### src/rtl/vector_item_serializer.sv
// -----------------------------------------------------------------------------
// vector_item_serializer
//   Captures an I-item vector on start and walks item addresses 0..len_q-1
//   through an external (combinational) item extractor, streaming each
//   returned item on a valid/ready interface with a last-item marker.
//
//   state  | meaning
//   -------+-----------------------------------------------------------------
//   IDLE   | no stream; waits for start, captured vector held for extractor
//   RUN    | offering item at ext_address; advances on each accepted beat
//
// Ports:
//   clk, rst_n          clock, asynchronous active-low reset
//   start               capture vec_in/len and begin streaming (IDLE only)
//   vec_in [I*L]        source vector, item k = vec_in[k*L +: L]
//   len [5]             items to stream; 0 or >I means I
//   abort               synchronous cancel of a running stream
//   ext_vector [I*L]    captured vector to extractor
//   ext_address [5]     current item address to extractor
//   ext_item [L]        item returned by extractor
//   out_valid/out_ready stream handshake
//   out_item [L]        streamed item (pass-through of ext_item)
//   out_last            marks final item of the stream
//   busy                high while streaming
//   done                one-cycle pulse after final beat or abort
// -----------------------------------------------------------------------------
module vector_item_serializer #(
  parameter int I = 20,
  parameter int L = 32
) (
  input  logic           clk,
  input  logic           rst_n,
  input  logic           start,
  input  logic [I*L-1:0] vec_in,
  input  logic [4:0]     len,
  input  logic           abort,
  output logic [I*L-1:0] ext_vector,
  output logic [4:0]     ext_address,
  input  logic [L-1:0]   ext_item,
  output logic           out_valid,
  input  logic           out_ready,
  output logic [L-1:0]   out_item,
  output logic           out_last,
  output logic           busy,
  output logic           done
);

  // len_q needs 6 bits so that I = 32 is representable.
  localparam logic [5:0] I_W = 6'(I);

  typedef enum logic {
    S_IDLE = 1'b0,
    S_RUN  = 1'b1
  } state_t;

  state_t      r_state;
  state_t      w_state_nxt;
  logic [4:0]  r_count;
  logic [5:0]  r_len;
  logic        r_done;
  logic        w_done_nxt;
  logic        w_run;
  logic        w_xfer;
  logic        w_last;
  logic [5:0]  w_len_eff;

  assign w_run     = (r_state == S_RUN);
  assign w_len_eff = ((len == 5'd0) || ({1'b0, len} > I_W)) ? I_W : {1'b0, len};
  assign w_last    = w_run && ({1'b0, r_count} == (r_len - 6'd1));
  assign w_xfer    = w_run && out_ready;

  always_ff @(posedge clk or negedge rst_n) begin
    if (!rst_n) begin
      r_state <= S_IDLE;
      r_done  <= 1'b0;
    end else begin
      r_state <= w_state_nxt;
      r_done  <= w_done_nxt;
    end
  end

  always_comb begin
    w_state_nxt = r_state;
    w_done_nxt  = 1'b0;
    case (r_state)
      S_IDLE: begin
        if (start) w_state_nxt = S_RUN;
      end
      S_RUN: begin
        // Abort wins over a simultaneous transfer.
        if (abort) begin
          w_state_nxt = S_IDLE;
          w_done_nxt  = 1'b1;
        end else if (w_xfer && w_last) begin
          w_state_nxt = S_IDLE;
          w_done_nxt  = 1'b1;
        end
      end
      default: w_state_nxt = S_IDLE;
    endcase
  end

  // ext_vector is only rewritten by an accepted start, so the extractor
  // keeps a defined input after the stream finishes.
  always_ff @(posedge clk or negedge rst_n) begin
    if (!rst_n) begin
      ext_vector <= '0;
      r_count    <= 5'd0;
      r_len      <= 6'd0;
    end else if (r_state == S_IDLE) begin
      if (start) begin
        ext_vector <= vec_in;
        r_count    <= 5'd0;
        r_len      <= w_len_eff;
      end
    end else begin
      if (abort || (w_xfer && w_last)) begin
        r_count <= 5'd0;
      end else if (w_xfer) begin
        r_count <= r_count + 5'd1;
      end
    end
  end

  assign ext_address = r_count;
  assign out_valid   = w_run;
  assign busy        = w_run;
  assign out_last    = w_last;
  assign out_item    = ext_item;
  assign done        = r_done;

endmodule

### config.mk
export PLATFORM = sky130hd
export DESIGN_NAME = vector_item_serializer
export DESIGN_NICKNAME = d
export VERILOG_FILES = /design/src/rtl/vector_item_serializer.sv
export SDC_FILE = /design/constraint.sdc
export NUM_CORES = 1
export LEC_CHECK = 0
export CAP_MARGIN = 0
export CORE_AREA = 2 2 533 535
export CTS_CLUSTER_DIAMETER = 40
export DETAILED_ROUTE_END_ITERATION = 7
export DIE_AREA = 0 0 535 537
export PLACE_DENSITY = 0.33
export SETUP_SLACK_MARGIN = 0.2
export SKIP_LAST_GASP = 1
export SLEW_MARGIN = 20
export SYNTH_ARGS = -nofsm -noshare
export SYNTH_HDL_FRONTEND = slang
export SYNTH_SLANG_ARGS = --single-unit
### constraint.sdc
create_clock -name clk -period 2.05 [get_ports clk]
set_input_delay 0.3075 -clock clk [delete_from_list [all_inputs] [get_ports clk]]
set_output_delay 0.3075 -clock clk [all_outputs]
set_load 0.01 [all_outputs]
==> qor.txt, run 1 <==
WL/cell - 24.3 um
Port Buffers - 1,298
Final Max Slew Viols - 0
worst min-delay path endpoint - ext_vector[473]
worst skew pair latency - 0.85 ns
FILL cells - 31,100
Starting Density - 8.87%
# IOs - 1,363
Final WS setup - -0.546 ns
number of synthesized flops with an enable pin - 0
maximum clock frequency - 385 MHz
R2R Path End - ext_address[4]
cell count after synthesis - 2,818
sequential cell area - 16,300 um2
drt total wl - 212,000 um
mapped cell area - 24,900 um2
TritonCTS buffer count - 177
CP arrival - 2.29 ns
CTS Root Cell - clkbuf_16
global-route wire length before repair - 254,000 um
drt pass-1 iters - 5
die width - 535 um
leakage - 0.0268 uW
layout cell share with drive strength beyond 1 - 26.0%
status - complete, but fails checks
DP Wirelength - 161,000 um
placer congestion estimate - 0.816
area post-placement - 43,000 um2
Min-Delay Path Class - primary input to flop
Slew @ Worst Pin - 0.564 ns
initial antenna violation count - 145
Hold Path Depth - 3
Inst Count DP - 7,822
synthesis-stage register bit count - 652
CTS tree - yes
vias in the first global route - 28,500
reg-to-reg critical path startpoint - r_len[0]
WP data required - 1.74 ns
Power Density - 1150 nW/um2
clock transition at the registers of the reported paths - 0.05 ns
Die Span Y - 537 um
Hold Vio Cnt, Final - 0
DR vias/cell - 3.17
part of the Yosys area used for sequential elements - 65.4%
Core ar. - 281,000 um2
fin cells - 8,713
Tmin final - 2.60 ns
Layout Nets - 5,465
kind of critical path - flop to output port
gr ovfl total - 0
H-tree levels - 4
Synthesized Nets - 3,502
start point of the critical path - r_len[0]
Crit Path Max Fanout - 4
CP Launch Type - flop
Avg Cell Area, Syn - 8.85 um2
most common cell after layout, fill and taps aside - nand2_1
HP Start - vec_in[473]
Total GRT Usage - 13.0%
antenna-violating nets left - 0
Design Area, Final - 56,400 um2
Ys Warns - 0
ys flop type - dfrtp_1
Rel. slew slack - 62.4%
Setup crit end kind - output port
setup violation total in the final timing report - 4
via count - 27,600
failing checks - negative setup slack
FF-to-FF path depth - 10
largest net degree at the start of global routing - 77
row count - 195
clk_skew - 0.0956 ns
Peak VDD IR - 0.640 mV
Initial DRC Count - 1,034
area of the multi-input gates - 8890 um2
Worst R2R Setup Slack - -0.05 ns
clk buf depth - 4
DRC - 0
most frequent cells in the layout - 1,665 x nand2_1, 648 x clkdlybuf4s50_1, 630 x dfrtp_1
Unique masters post-synth - 29
DIE AREA - 287,000 um2
share of synthesized registers carrying an async set or reset - 100%
unrepaired setup endpoints after global routing - true
WHS - 0.0700 ns
Area growth, synth to finish - 126%
Num Clock Sinks - 652
Max Cap Violations - 0
Tcrit/Tclk final - 127%
-- report_power, final --
part	leakage (uW)	switching [uW]	internal (uW)
registers	0.00802	1920	15700
logic	0.0157	9280	7380
clock network	0.00313	9400	21000
total	0.0268	20600	44100
-- routing by layer --
layer | up-vias | part of all wire, % | track usage, % | wire (um)
li1 | 12600 | - | - | -
met1 | 13200 | 37 | 13.8 | 78900
met2 | 1349 | 48 | 21.9 | 101000
met3 | 375 | 12 | 7.57 | 25200
met4 | 92 | 2.9 | 3.37 | 6120
met5 | - | 0.28 | 0 | 583
-- worst max-delay path, cell delays in order, from the launching register on --
cell and delay, ns:
dfrtp_1 0.39, inv_2 0.09, ha_4 0.16, and3b_1 0.17, nor3_1 0.04, o31a_2 0.32, nor2_4 0.14, buf_6 0.12
-- cell families (layout without fill, tap and decap cells) --
kind of cell	after synthesis	count (layout)	synth area share, %
and+or+nand+nor	1959	1960	29.7
DFF	652	652	65.4
buffers and inverters	181	2284	4.06
AOI/OAI and AO/OA	17	17	0.476
xor gates and xnor gates	7	7	0.246
adders and majority gates	2	2	0.100
other	0	48	0
-- what timing repair did --
item	in CTS	in global routing
resized for setup	2087	484
pin swaps	4	243
buffers inserted	14	40
endpoints found under the hold margin	769	0
hold buffers	395	0
gates cloned	0	74
endpoints found under the setup margin	678	343
-- synth_stat cells (2+ instances only) --
cell type | count | area, um2
ha_1 | 2 | 25.0
clkbuf_1 | 12 | 45.0
o21ai_0 | 10 | 50.1
nand3_1 | 4 | 20.0
nand3b_1 | 2 | 15.0
xnor2_1 | 4 | 35.0
nor4_1 | 2 | 12.5
nor2_1 | 7 | 26.3
buf_4 | 53 | 398
dfrtp_1 | 652 | 16300
nor2b_1 | 2 | 12.5
inv_1 | 4 | 15.0
nor3_1 | 4 | 20.0
nand2_1 | 1931 | 7250
buf_1 | 5 | 18.8
nand2b_1 | 2 | 12.5
o21a_1 | 2 | 15.0
buf_2 | 107 | 536
xor2_1 | 3 | 26.3
-- state kept, by name, summed over array words and instances (netlist names) --
name / flops
r_len: 5
done: 1
ext_vector: 640
busy: 1
ext_address: 5
-- through the flow --
step           setup TNS (ns)  total power (uW)  worst slack, ns  util (%)
2_1_floorplan               0             21900            0.362         -
3_3_place_gp            -2.43             33800           -0.470      15.3
3_5_place_dp            -3.25             33800           -0.334      15.3
4_1_cts                -0.691             64100           -0.654      18.7
5_1_grt                 -1.19             67900           -0.660      20.0
6_report               -0.668             64700           -0.546      20.0
-- cell type report --
type,instances,area share (%)
antenna,48,0.213
multi-input combinational,1986,15.8
inverter,4,0.0266
sequential,652,29.0
timing repair buffer,1960,35.3
clock inverter,100,2.79
tap,3743,8.31
clock buffer,220,8.61
-- worst max path at each step --
stage | to | cells after the start
2_1_floorplan | out_last | 6
3_3_place_gp | out_last | 7
3_5_place_dp | out_last | 7
4_1_cts | out_last | 7
5_1_grt | out_last | 7
6_report | out_last | 7
Note: power is estimated with default switching activity, not from simulation.
==> run 2, diff against run 1 <==
HOLD_SLACK_MARGIN = 0.02   (was unset)
==> qor.txt, run 2 (synthesis results as in run 1) <==
status - complete, but fails checks
failing checks - negative setup slack
Max Cap Violations - 0
DIE AREA - 287,000 um2
WHS - 0.0857 ns
max FFs per register - 640
Die Span Y - 537 um
TritonCTS buffer count - 177
Core ar. - 281,000 um2
total power - 65,100 uW
Power Density - 1130 nW/um2
Rel. slew slack - 61.4%
Initial DRC Count - 1,151
unrepaired setup endpoints after global routing - true
Final Max Slew Viols - 0
GR Layer Usage met2 - 21.9%
largest net degree at the start of global routing - 77
Inst Count DP - 7,822
drt pass-1 iters - 5
WP data required - 1.74 ns
clk_skew - 0.0894 ns
Slew @ Worst Pin - 0.579 ns
most flop-heavy register - ext_vector
CTS Root Cell - clkbuf_16
CP Launch Type - flop
area post-placement - 43,000 um2
GR Layer Usage met3 - 7.31%
Min-Delay Path Class - primary input to flop
CTS tree - yes
kind of critical path - flop to output port
row count - 195
gr ovfl total - 0
leakage - 0.0274 uW
DRC - 0
Hold Path Depth - 3
initial antenna violation count - 142
GR peak layer - met2
drt total wl - 212,000 um
clk buf depth - 4
Tcrit/Tclk final - 127%
Tmin final - 2.60 ns
placer congestion estimate - 0.816
FF-to-FF path depth - 10
# IOs - 1,363
met1 usage - 13.9%
most frequent cells in the layout - 1,636 x nand2_1, 648 x clkdlybuf4s50_1, 630 x dfrtp_1
Worst Setup Slack post-DPL - -0.334 ns
vias in the first global route - 28,800
global-route wire length before repair - 255,000 um
Port Buffers - 1,298
antenna-violating nets left - 0
Total GRT Usage - 13.0%
Area growth, synth to finish - 131%
H-tree levels - 4
fin cells - 8,797
Starting Density - 8.87%
Setup crit end kind - output port
die width - 535 um
most common cell after layout, fill and taps aside - nand2_1
DR vias/cell - 3.19
Layout Nets - 5,551
maximum clock frequency - 385 MHz
WL/cell - 24.1 um
setup violation total in the final timing report - 4
clock transition at the registers of the reported paths - 0.05 ns
via count - 28,100
CP arrival - 2.29 ns
FILL cells - 31,000
Crit Path Max Fanout - 4
Num Clock Sinks - 652
layout cell share with drive strength beyond 1 - 26.4%
Hold Vio Cnt, Final - 0
Peak VDD IR - 0.640 mV
DP Wirelength - 161,000 um
worst skew pair latency - 0.84 ns
Design Area, Final - 57,500 um2
Final WS setup - -0.550 ns
## run 2: power breakdown
part / switching, uW / internal, uW / total, uW
clock: 9390 / 21000 / 30400
combinational: 9390 / 7610 / 17000
sequential: 1940 / 15700 / 17700
## run 2: worst max-delay path, stage by stage, from the launching register on
cell	delay, ns
dfrtp_1	0.39
inv_2	0.09
ha_4	0.16
and3b_1	0.17
nor3_1	0.04
o31a_2	0.32
nor2_4	0.15
buf_6	0.12
## run 2: worst paths after layout
check	start	to	slack [ns]
min in group asynchronous	rst_n	ext_vector[342]	0.11
worst min register to register	ext_vector[446]	ext_vector[446]	0.47
max in group asynchronous	rst_n	ext_vector[136]	0.97
worst min-delay path	vec_in[509]	ext_vector[509]	0.09
worst max register to register	r_len[0]	ext_address[4]	-0.04
worst max-delay path	r_len[0]	out_last	-0.55
## run 2: per-stage QoR
stage	TNS [ns]	util, %
after detailed placement	-3.25	15.3
after global routing	-1.04	20.4
final	-0.639	20.4
after floorplan	0	-
after global placement	-2.43	15.3
after CTS	-0.691	18.9
## run 2: timing repair
item / in CTS / in global routing
cloned: 0 / 84
pin swaps: 4 / 260
hold buffers: 465 / 0
endpoints found under the hold margin: 840 / 0
buffers inserted: 14 / 46
resized for setup: 2087 / 560
endpoints found under the setup margin: 678 / 343
## run 2: final cells by class
cell class,instances,area [um2],share of cell area [%]
Inverter,4,15.0,0.0261
Clock inverter,100,1570,2.73
Antenna cell,46,115,0.200
Timing Repair Buffer,2047,20900,36.4
Multi-Input combinational cell,1985,9000,15.6
Sequential cell,652,16300,28.4
Tap cell,3743,4680,8.14
Clock buffer,220,4850,8.43
## run 2: per-layer routing
layer,vias to the layer above,wire length (um)
met5,-,571
met4,90,6050
met3,373,24800
met2,1344,102000
met1,13500,79000
li1,12800,-
==> run 3, diff against run 2 <==
CORE_AREA = 2 2 526 528   (was 2 2 533 535)
CTS_BUF_LIST = sky130_fd_sc_hd__clkbuf_4 sky130_fd_sc_hd__clkbuf_8   (was unset)
DIE_AREA = 0 0 528 530   (was 0 0 535 537)
PLACE_DENSITY = 0.34   (was 0.33)
REMOVE_ABC_BUFFERS = 1   (was unset)
SETUP_SLACK_MARGIN = 0.4   (was 0.2)
==> qor.txt, run 3 (synthesis results as in run 1) <==
failing checks - negative setup slack
kind of critical path - flop to output port
Hold Path Depth - 3
CTS tree - yes
setup violation total in the final timing report - 1
Port Buffers - 1,298
Layout Nets - 5,840
clk buf depth - 4
vias in the first global route - 30,000
leakage - 0.0273 uW
HP Start - vec_in[90]
initial antenna violation count - 111
Peak VDD IR - 0.631 mV
via count - 28,300
reg-to-reg critical path startpoint - r_len[1]
worst min-delay path endpoint - ext_vector[90]
# IOs - 1,363
unrepaired setup endpoints after global routing - true
Hold Vio Cnt, Final - 0
DP Wirelength - 147,000 um
WP data required - 1.74 ns
layout cell share with drive strength beyond 1 - 28.3%
Die Span Y - 530 um
Num Clock Sinks - 652
clk_skew - 0.0388 ns
most flop-heavy register - ext_vector
Worst R2R Setup Slack - 0.06 ns
CP arrival - 2.24 ns
CP bufs+invs - 2
Initial DRC Count - 1,024
FILL cells - 30,500
Core ar. - 275,000 um2
Slew @ Worst Pin - 0.425 ns
CP peak stage delay - 0.39 ns
drt pass-1 iters - 6
global-route wire length before repair - 246,000 um
DIE AREA - 280,000 um2
Tcrit/Tclk final - 124%
Slowest-stage cell, CP - dfrtp_1
Total GRT Usage - 12.5%
most common cell after layout, fill and taps aside - nand2_1
row count - 193
die width - 528 um
Power Density - 986 nW/um2
cells along the critical path - inv_2 > ha_4 > xnor2_1 > nor2_1 > o31a_2 > nor2_4 > buf_6
Tmin final - 2.55 ns
TritonCTS buffer count - 173
gr ovfl total - 0
largest net degree at the start of global routing - 68
most frequent cells in the layout - 1,843 x nand2_1, 648 x clkdlybuf4s50_1, 632 x dfrtp_1
status - complete, but fails checks
CP Launch Type - flop
Max Cap Violations - 0
Final Max Slew Viols - 0
Crit Path Max Fanout - 4
DRC - 0
antenna-violating nets left - 0
R2R Path End - ext_address[4]
clock transition at the registers of the reported paths - 0.05 ns
drt total wl - 187,000 um
DR vias/cell - 3.17
H-tree levels - 4
WL/cell - 20.9 um
max FFs per register - 640
final setup TNS - -0.500 ns
CTS Root Cell - clkbuf_8
Worst Setup Slack post-DPL - -0.219 ns
Starting Density - 9.08%
Final WS setup - -0.500 ns
worst skew pair latency - 0.91 ns
Crit path max-delay family - flip-flops
Area growth, synth to finish - 126%
placer congestion estimate - 0.845
Setup crit end kind - output port
maximum clock frequency - 392 MHz
Min-Delay Path Class - primary input to flop
FF-to-FF path depth - 10
Rel. slew slack - 70.9%
[run 3: cell types whose count changed in the layout (fill, tap and decap cells not counted), sizes merged]
| cell | change |
|---|---|
| buf | +529 |
| clkdlybuf4s15 | -309 |
| dlygate4sd3 | +158 |
| dlygate4sd2 | -44 |
| clkinv | -23 |
| bufinv | -20 |
| clkbuf | -15 |
| diode | -8 |
| bufbuf | +1 |
| inv | +1 |
[run 3: worst min-delay path: stages]
cell,delay [ns]
clkdlybuf4s50_1,0.47
nand2_1,0.14
nand2_1,0.06
[run 3: routing by layer]
metal	up-vias	track usage [%]	wire (um)
li1	13300	-	-
met1	13500	15.9	81800
met2	1190	19.5	81700
met3	314	5.09	18000
met4	82	3.42	4670
met5	-	0.0171	520
[run 3: worst max-delay path by stage]
stage                     startpoint        endpoint  slack [ns]  cells after the start
after floorplan                 busy  ext_address[2]      -21.54                      4
after global placement      r_len[1]        out_last       -0.33                      7
after detailed placement    r_len[0]        out_last       -0.22                      7
after CTS                   r_len[1]        out_last       -0.68                      7
after global routing        r_len[1]        out_last       -0.68                      7
final                       r_len[1]        out_last       -0.50                      7
[run 3: where the power goes]
| part | total, uW | switching (uW) | internal (uW) |
|---|---|---|---|
| Clock | 19200 | 7460 | 11800 |
| Sequential | 17900 | 2160 | 15700 |
| Combinational | 18500 | 8850 | 9640 |
| Total | 55600 | 18500 | 37100 |
[run 3: stage by stage]
stage | hold slack, ns | total power [uW] | area [um2] | cells | util (%)
after global placement | 0.304 | 33400 | 42900 | 7684 | 15.6
after floorplan | 0.0119 | 20600 | 24000 | 2641 | -
after CTS | 0.0238 | 55700 | 54100 | 8750 | 19.7
after global routing | 0.0744 | 58900 | 56400 | 8909 | 20.5
final | 0.127 | 55600 | 56400 | 8931 | 20.5
after detailed placement | 0.308 | 33400 | 42900 | 7684 | 15.6
[run 3: layout make-up]
class,count,area (um2),area share (%)
diodes,38,95.1,0.169
repair buffers,2340,23500,41.6
inverters,4,15.0,0.0266
multi-input cells,1985,8100,14.4
clock buffers,247,3190,5.65
flip-flops and latches,652,16300,29.0
well taps,3607,4510,8.00
clock inverters,58,712,1.26
[run 3: timing repair]
action,in CTS,in global routing
pin swaps,6,83
gates resized for setup,3516,192
buffers inserted,131,121
setup endpoints to repair,918,1255
hold buffers,624,0
cloned,6,22
hold endpoints to repair,1275,0
